[src/rtl/ipctrl.sv]
`default_nettype none
// ============================================================================
// Module   : ipctrl
// Brief    : Two-buffer (even/odd VC) router input controller with XY routing.
// Revision : 1.0
// ============================================================================
module ipctrl (
  input  logic        clk,
  input  logic        reset,
  input  logic        polarity,
  input  logic        send_in,
  input  logic [63:0] data_in,
  input  logic        clear_in,
  output logic        ready_even,
  output logic        ready_odd,
  output logic [4:0]  req,
  output logic [63:0] data_out,
  output logic [15:0] rx_count,
  output logic        err
);

  localparam logic [4:0] C_RT_PE = 5'b00001;
  localparam logic [4:0] C_RT_S  = 5'b00010;
  localparam logic [4:0] C_RT_N  = 5'b00100;
  localparam logic [4:0] C_RT_E  = 5'b01000;
  localparam logic [4:0] C_RT_W  = 5'b10000;

  // Index 0 is the even buffer, index 1 the odd buffer.
  logic [1:0]  r_full;
  logic [63:0] r_data  [2];
  logic [4:0]  r_route [2];

  logic [63:0] w_dec_data;
  logic [4:0]  w_dec_route;
  logic        w_clr_sel;
  logic        w_clr_hit;
  logic        w_clr_err;
  logic        w_wr_sel;
  logic        w_wr_ok;
  logic        w_wr_drop;

  always_comb begin
    w_dec_data  = data_in;
    w_dec_route = C_RT_PE;
    if (data_in[55:52] != 4'd0) begin
      w_dec_route        = data_in[62] ? C_RT_W : C_RT_E;
      w_dec_data[55:52]  = data_in[55:52] - 4'd1;
    end else if (data_in[51:48] != 4'd0) begin
      w_dec_route        = data_in[61] ? C_RT_S : C_RT_N;
      w_dec_data[51:48]  = data_in[51:48] - 4'd1;
    end
  end

  // clear_in always refers to the buffer presented in the previous cycle.
  assign w_clr_sel = ~polarity;
  assign w_clr_hit = clear_in & r_full[w_clr_sel];
  assign w_clr_err = clear_in & ~r_full[w_clr_sel];
  assign w_wr_sel  = data_in[63];
  assign w_wr_ok   = send_in & (~r_full[w_wr_sel] | (w_clr_hit & (w_clr_sel == w_wr_sel)));
  assign w_wr_drop = send_in & ~w_wr_ok;

  always_ff @(posedge clk) begin
    if (reset) begin
      r_full     <= 2'b00;
      r_data[0]  <= 64'h0;
      r_data[1]  <= 64'h0;
      r_route[0] <= 5'b00000;
      r_route[1] <= 5'b00000;
      rx_count   <= 16'h0;
      err        <= 1'b0;
    end else begin
      if (w_clr_hit) begin
        r_full[w_clr_sel] <= 1'b0;
      end
      if (w_wr_ok) begin
        r_full[w_wr_sel]  <= 1'b1;
        r_data[w_wr_sel]  <= w_dec_data;
        r_route[w_wr_sel] <= w_dec_route;
        rx_count          <= rx_count + 16'd1;
      end
      if (w_clr_err | w_wr_drop) begin
        err <= 1'b1;
      end
    end
  end

  assign ready_even = ~r_full[0];
  assign ready_odd  = ~r_full[1];
  assign req        = r_full[polarity] ? r_route[polarity] : 5'b00000;
  assign data_out   = r_full[polarity] ? r_data[polarity]  : 64'h0;

endmodule
`default_nettype wire

[config.mk]
export PLATFORM = sky130hd
export DESIGN_NAME = ipctrl
export DESIGN_NICKNAME = d
export VERILOG_FILES = /design/src/rtl/ipctrl.sv
export SDC_FILE = /design/constraint.sdc
export NUM_CORES = 1
export LEC_CHECK = 0
export ABC_AREA = 1
export ABC_CLOCK_PERIOD_IN_PS = 3670
export CORE_ASPECT_RATIO = 1.2
export CORE_UTILIZATION = 30
export DETAILED_ROUTE_END_ITERATION = 10
export PLACE_DENSITY = 0.5
export SLEW_MARGIN = 25
export SYNTH_ARGS = -nofsm -noshare
export SYNTH_HDL_FRONTEND = slang
export SYNTH_SLANG_ARGS = --single-unit
[constraint.sdc]
create_clock -name clk -period 3.67 [get_ports clk]
set_input_delay 0.734 -clock clk [delete_from_list [all_inputs] [get_ports clk]]
set_output_delay 0.734 -clock clk [all_outputs]
set_load 0.01 [all_outputs]
## After elaboration in Yosys (flattened, before gate mapping)

Memory sizes are Yosys's and may differ from the RTL's.
Index checks and enable logic that the tools add are counted.

| operators by class | value |
|---|---|
| $lt $le $gt $ge | 5 |
| bitwise gates (word level) | 16 |
| shift operators | 0 |
| multiplexer cells | 33 |
| reductions and logical operators | 6 |
| $add $sub $neg | 3 |
| divide/modulo/power cells | 0 |
| equality and inequality tests | 1 |
| multipliers | 0 |

Operators by type and width:

| kind | count |
|---|---|
| $mux W64 | 2 |
| $reduce_or A64 Y1 | 1 |
| $mux W5 | 4 |
| $mux W1 | 17 |
| $add A16 B1 Y16 const B | 1 |
| $mux W4 | 3 |
| $reduce_bool A4 Y1 | 2 |
| $sub A4 B1 Y4 const B | 2 |
| $lt A1 B2 Y1 const B | 3 |
| $mux W2 | 3 |
| $mux W3 | 2 |
| $not A1 Y1 | 6 |
| $and A1 B1 Y1 | 5 |
| $reduce_or A5 Y1 | 1 |
| $and A2 B2 Y2 | 1 |
| $demux W1 S1 | 2 |
| $ge A1 B1 Y1 const B | 2 |
| $logic_and A1 B1 Y1 | 2 |
| $not A2 Y2 | 1 |
| $or A1 B1 Y1 | 2 |
| $or A2 B2 Y2 | 1 |
| $eq A1 B1 Y1 | 1 |

| storage, ports and cells | value |
|---|---|
| latch bits | 0 |
| word-level logic and storage cells | 69 |
| memories kept | 2 |
| register bits after elaboration | 19 |
| output and inout port bits | 88 |
| memory bits (writable) | 138 |
| ROM bits | 0 |

Memories:

| memory | words | bits a word | read ports | clocked after Yosys merged registers in | wr ports | line | source |
|---|---|---|---|---|---|---|---|
| r_data | 2 | 64 | 1 | 0 | 2 | 30 | `logic [63:0] r_data [2];` |
| r_route | 2 | 5 | 1 | 0 | 2 | 31 | `logic [4:0] r_route [2];` |

## Longest topological paths before layout

| logic depth | value |
|---|---|
| word-level depth | 12 |
| depth in mapped cells | 10 |
| depth with buffers taken out | 10 |

## Worst setup path after synthesis

OpenSTA, ideal clock, no wires.

| timing path | value |
|---|---|
| path kind | input to register |
| start point | input reset |
| end point | memory r_data[0][0], enable pin |
| setup slack | 265 ps |
| stages | 5 |
| setup time | 429 ps |
| arrival | 2,976 ps |
| path through | inv_1 buf_1 nand4_4 buf_2 nand2_1 |

RTL lines:

| item | line | source |
|---|---|---|
| start, declared | 9 | `input logic reset,` |
| end, declared | 30 |  |

## Worst setup path after layout

| timing path | value |
|---|---|
| start point | input polarity |
| end point | output data_out[50] |

| between the ends | value |
|---|---|
| longest elaborated chain between the ends | 3 |

Ends and longest elaborated chain:

| item | line | source |
|---|---|---|
| start, declared | 10 | `input logic polarity,` |
| $mux W1 (implied by the code) (2 in a row) | 90 | `assign data_out = r_full[polarity] ? r_data[polarity] : 64'h0;` |
| $mux W64 * | 90 |  |
| end, declared | 17 | `output logic [63:0] data_out,` |

Every way passes the cells marked *; elsewhere a longest branch is shown, timed or not. The select of a mux whose other input is x is not followed.

==> impl_metrics.env <==
export IMPL_outcome="finished, final reports clean"
export IMPL_total_power_mw=4.35
export IMPL_drt_pass1_iter_count=5
export IMPL_syn_nets=994
export IMPL_worstHoldPathType="flip-flop to flip-flop"
export IMPL_post_cts_setup_buffer_count=0
export IMPL_clock_tree_htree_level_count=4
export IMPL_setup_reg_to_reg_worst_slack_ns=1.70
export IMPL_clk_root_buffer_cell="sky130_fd_sc_hd__clkbuf_16"
export IMPL_final_instance_count_excl_fill=1405
export IMPL_maxSlewViolCount=0
export IMPL_synth_seq_area_share=0.587
export IMPL_critPathSlowestCell="sky130_fd_sc_hd__clkdlybuf4s50_1"
export IMPL_insertedDiodeCount=0
export IMPL_rows=63
export IMPL_synth_warnings=0
export IMPL_clock_path_buffers=2
export IMPL_yosys_area_top_type_share=0.538
export IMPL_critical_path_class="input port to output pin"
export IMPL_tightest_slew_ns=0.600
export IMPL_crit_chain="buf_2, buf_4, nand2_1, nand2_1, nand2_1, inv_1, clkdlybuf4s50_1"
export IMPL_initial_core_util=0.308
export IMPL_routed_wirelength_mm=19.4
export IMPL_regToRegStartpoint="r_full[1]"
export IMPL_rsz0062_at_grt="false"
export IMPL_clock_insertion_delay_at_the_later_pin_of_the_skew_report_ns=0.43
export IMPL_synth_area_per_cell_sq_um=8.35
export IMPL_critPathLaunchType="input port"
export IMPL_depth_of_the_worst_hold_timing_path=2
export IMPL_die_w_um=148
export IMPL_holdBufCountCts=0
export IMPL_tritoncts="built"
export IMPL_ctsResizeCount=0
export IMPL_ant_nets=0
export IMPL_postSynthRegisterBits=157
export IMPL_core_area_sq_mm=0.0250
export IMPL_clock_fmax_mhz=324
export IMPL_power_leakage_nw=4.87
export IMPL_io_buffer_count=156
export IMPL_cells_after_synth=922
export IMPL_cts_num_sinks=157
export IMPL_totalNegativeSetupSlack_ns=0
export IMPL_fin_crit_ns=3.08
export IMPL_yosysUniqueCellTypes=29
export IMPL_post_place_cells=1373
export IMPL_grtUsageTotal=0.153
export IMPL_critical_path_top_cell_by_count="sky130_fd_sc_hd__nand2_1"
export IMPL_clkSlewWorstSetupHoldPaths_ns=0.06
export IMPL_setup_violations=0
export IMPL_crit_path_end_kind="output pin"
export IMPL_worst_ep_required_ns=2.94
export IMPL_place_area_sq_mm=0.00968
export IMPL_finalWeightedCongestion=0.745
export IMPL_grt_overflow_total=0
export IMPL_post_route_cell_area_sq_mm=0.0103
export IMPL_final_period_utilization=0.840
export IMPL_reg_to_reg_critical_path_endpoint="r_data[1][40]"
export IMPL_drc=0
export IMPL_r2r_cells=7
export IMPL_timing_clock_skew_ns=0.0101
export IMPL_critical_path_arrival_ns=2.35
export IMPL_floorplan_io_pins=157
export IMPL_avgViaCountPerCell=4.33
export IMPL_area_growth_syn_to_layout_pct=33.3
export IMPL_critPathTopFamily="buffers and inverters"
export IMPL_worst_path_buf_inv=4
export IMPL_synthDominantAreaCellType="sky130_fd_sc_hd__edfxtp_1"
export IMPL_route_detailed_wl_per_inst_um=13.8
export IMPL_drv_max_cap_violation_count=0
export IMPL_grt_antenna_before_repair=0
export IMPL_grt_max_degree=71
export IMPL_worstHoldStart="r_full[0]"
export IMPL_syn_cell_area_sq_mm=0.00770
export IMPL_numnets_final=1139
export IMPL_global_route_wire_length_before_repair_mm=30.5
export IMPL_initialDrtViolationCount=237
export IMPL_first_global_vias=5943
export IMPL_tritoncts_num_buffers=17
export IMPL_power_per_cell_area_mw_per_mm2=423
export IMPL_die_area_sq_mm=0.0263
export IMPL_path_max_fanout=45
export IMPL_hold_path_endpoint="r_full[0]"
export IMPL_finalHoldViolCount=0
export IMPL_vias=6084
export IMPL_die_height_um=178
export IMPL_maxSlewHeadroom=0.599
export IMPL_dpl_hpwl_mm=12.0
export IMPL_drive_above_1_share=0.0583
export IMPL_critical_path_max_stage_delay_ns=0.53
export IMPL_vdd_drop_max_mv=0.300
export IMPL_synth_area_leaders="sky130_fd_sc_hd__edfxtp_1 (54%), sky130_fd_sc_hd__nand2_1 (16%), sky130_fd_sc_hd__nor2_1 (7.6%), sky130_fd_sc_hd__inv_1 (7.5%), sky130_fd_sc_hd__dfxtp_1 (4.9%)"
export IMPL_fin_util=0.411
## power breakdown
group | leakage (nW) | internal, mW | switching (mW)
sequential | 1.60 | 2.05 | 0.0288
clock | 0.275 | 1.02 | 0.763
combinational | 2.99 | 0.203 | 0.286
## per-layer routing
| layer | up-vias | wire, um | track usage |
|---|---|---|---|
| met1 | 2849 | 8170 | 0.177 |
| li1 | 3093 | - | - |
| met3 | 11 | 811 | 0.0288 |
| met4 | 0 | 201 | 0.0520 |
| met5 | - | 0 | 0 |
| met2 | 131 | 10300 | 0.280 |
## synth_stat cells, drive strengths merged
cell      n
nand2   336
inv     157
nor2    156
edfxtp  138
buf      23
clkbuf   20
dfxtp    19
nand3    15
nand4    11
a21oi    10
nor3     10
o21ai     9
xor2      5
xnor2     4
ha        3
o211ai    2
conb      1
nand3b    1
o21bai    1
o31ai     1
## how the worst max path moves through the flow
| stage | to | from | depth (start not counted) | slack (ns) |
|---|---|---|---|---|
| final | data_out[50] | polarity | 7 | 0.59 |
| after global routing | data_out[54] | polarity | 7 | 0.44 |
| after CTS | data_out[50] | polarity | 7 | 0.56 |
| after detailed placement | data_out[42] | polarity | 7 | 0.57 |
| after global placement | data_out[49] | polarity | 7 | 0.58 |
| after floorplan | r_data[0][0] | reset | 5 | 0.27 |
## flip-flops by register name, indices dropped and copies added, names as in the netlist
signal,count
err,1
r_data,128
r_full,2
r_route,10
rx_count,16
## metrics by stage
stage,worst slack [ns],hold WS [ns]
floorplan,0.265,0.481
global placement,0.579,0.522
detailed placement,0.573,0.510
CTS,0.561,0.522
global route,0.436,0.559
finish,0.588,0.521
## cell usage in the layout, fill, tap and decap left out, drive strengths merged, types with 2 or more instances in the layout
master,instances
a21oi,10
buf,14
bufinv,2
clkbuf,19
clkdlybuf4s50,155
clkinv,2
clkinvlp,4
dfxtp,19
edfxtp,138
ha,3
inv,162
nand2,336
nand3,15
nand4,11
nor2,156
nor3,10
o211ai,2
o21ai,9
xnor2,4
xor2,5
## worst register-to-register path, cell delays in order (launching register included)
cell and delay, ns:
sky130_fd_sc_hd__dfxtp_1 0.39, sky130_fd_sc_hd__inv_2 0.05, sky130_fd_sc_hd__o21ai_1 0.17, sky130_fd_sc_hd__nand2_1 0.14, sky130_fd_sc_hd__nand2_4 0.19, sky130_fd_sc_hd__nand4_4 0.14, sky130_fd_sc_hd__nand2_4 0.31, sky130_fd_sc_hd__buf_12 0.26
## cell families after synthesis
group,Yosys count,synth area share
compound gates,23,0.0180
xor+xnor,9,0.0102
fa+ha+maj,3,0.00487
buf+inv,200,0.102
flops,157,0.587
other cells,1,0.000487
simple gates,529,0.277
## area by class of cell
class                           count  area [sq um]
Sequential cell                   157          4520
Inverter                          157           589
Multi-Input combinational cell    565          2420
Timing Repair Buffer              169          1740
Clock inverter                     13           156
Clock buffer                       19           433
Tap cell                          325           407
Fill cell                        2515         14700
Note: power is estimated with default switching activity, not from simulation.
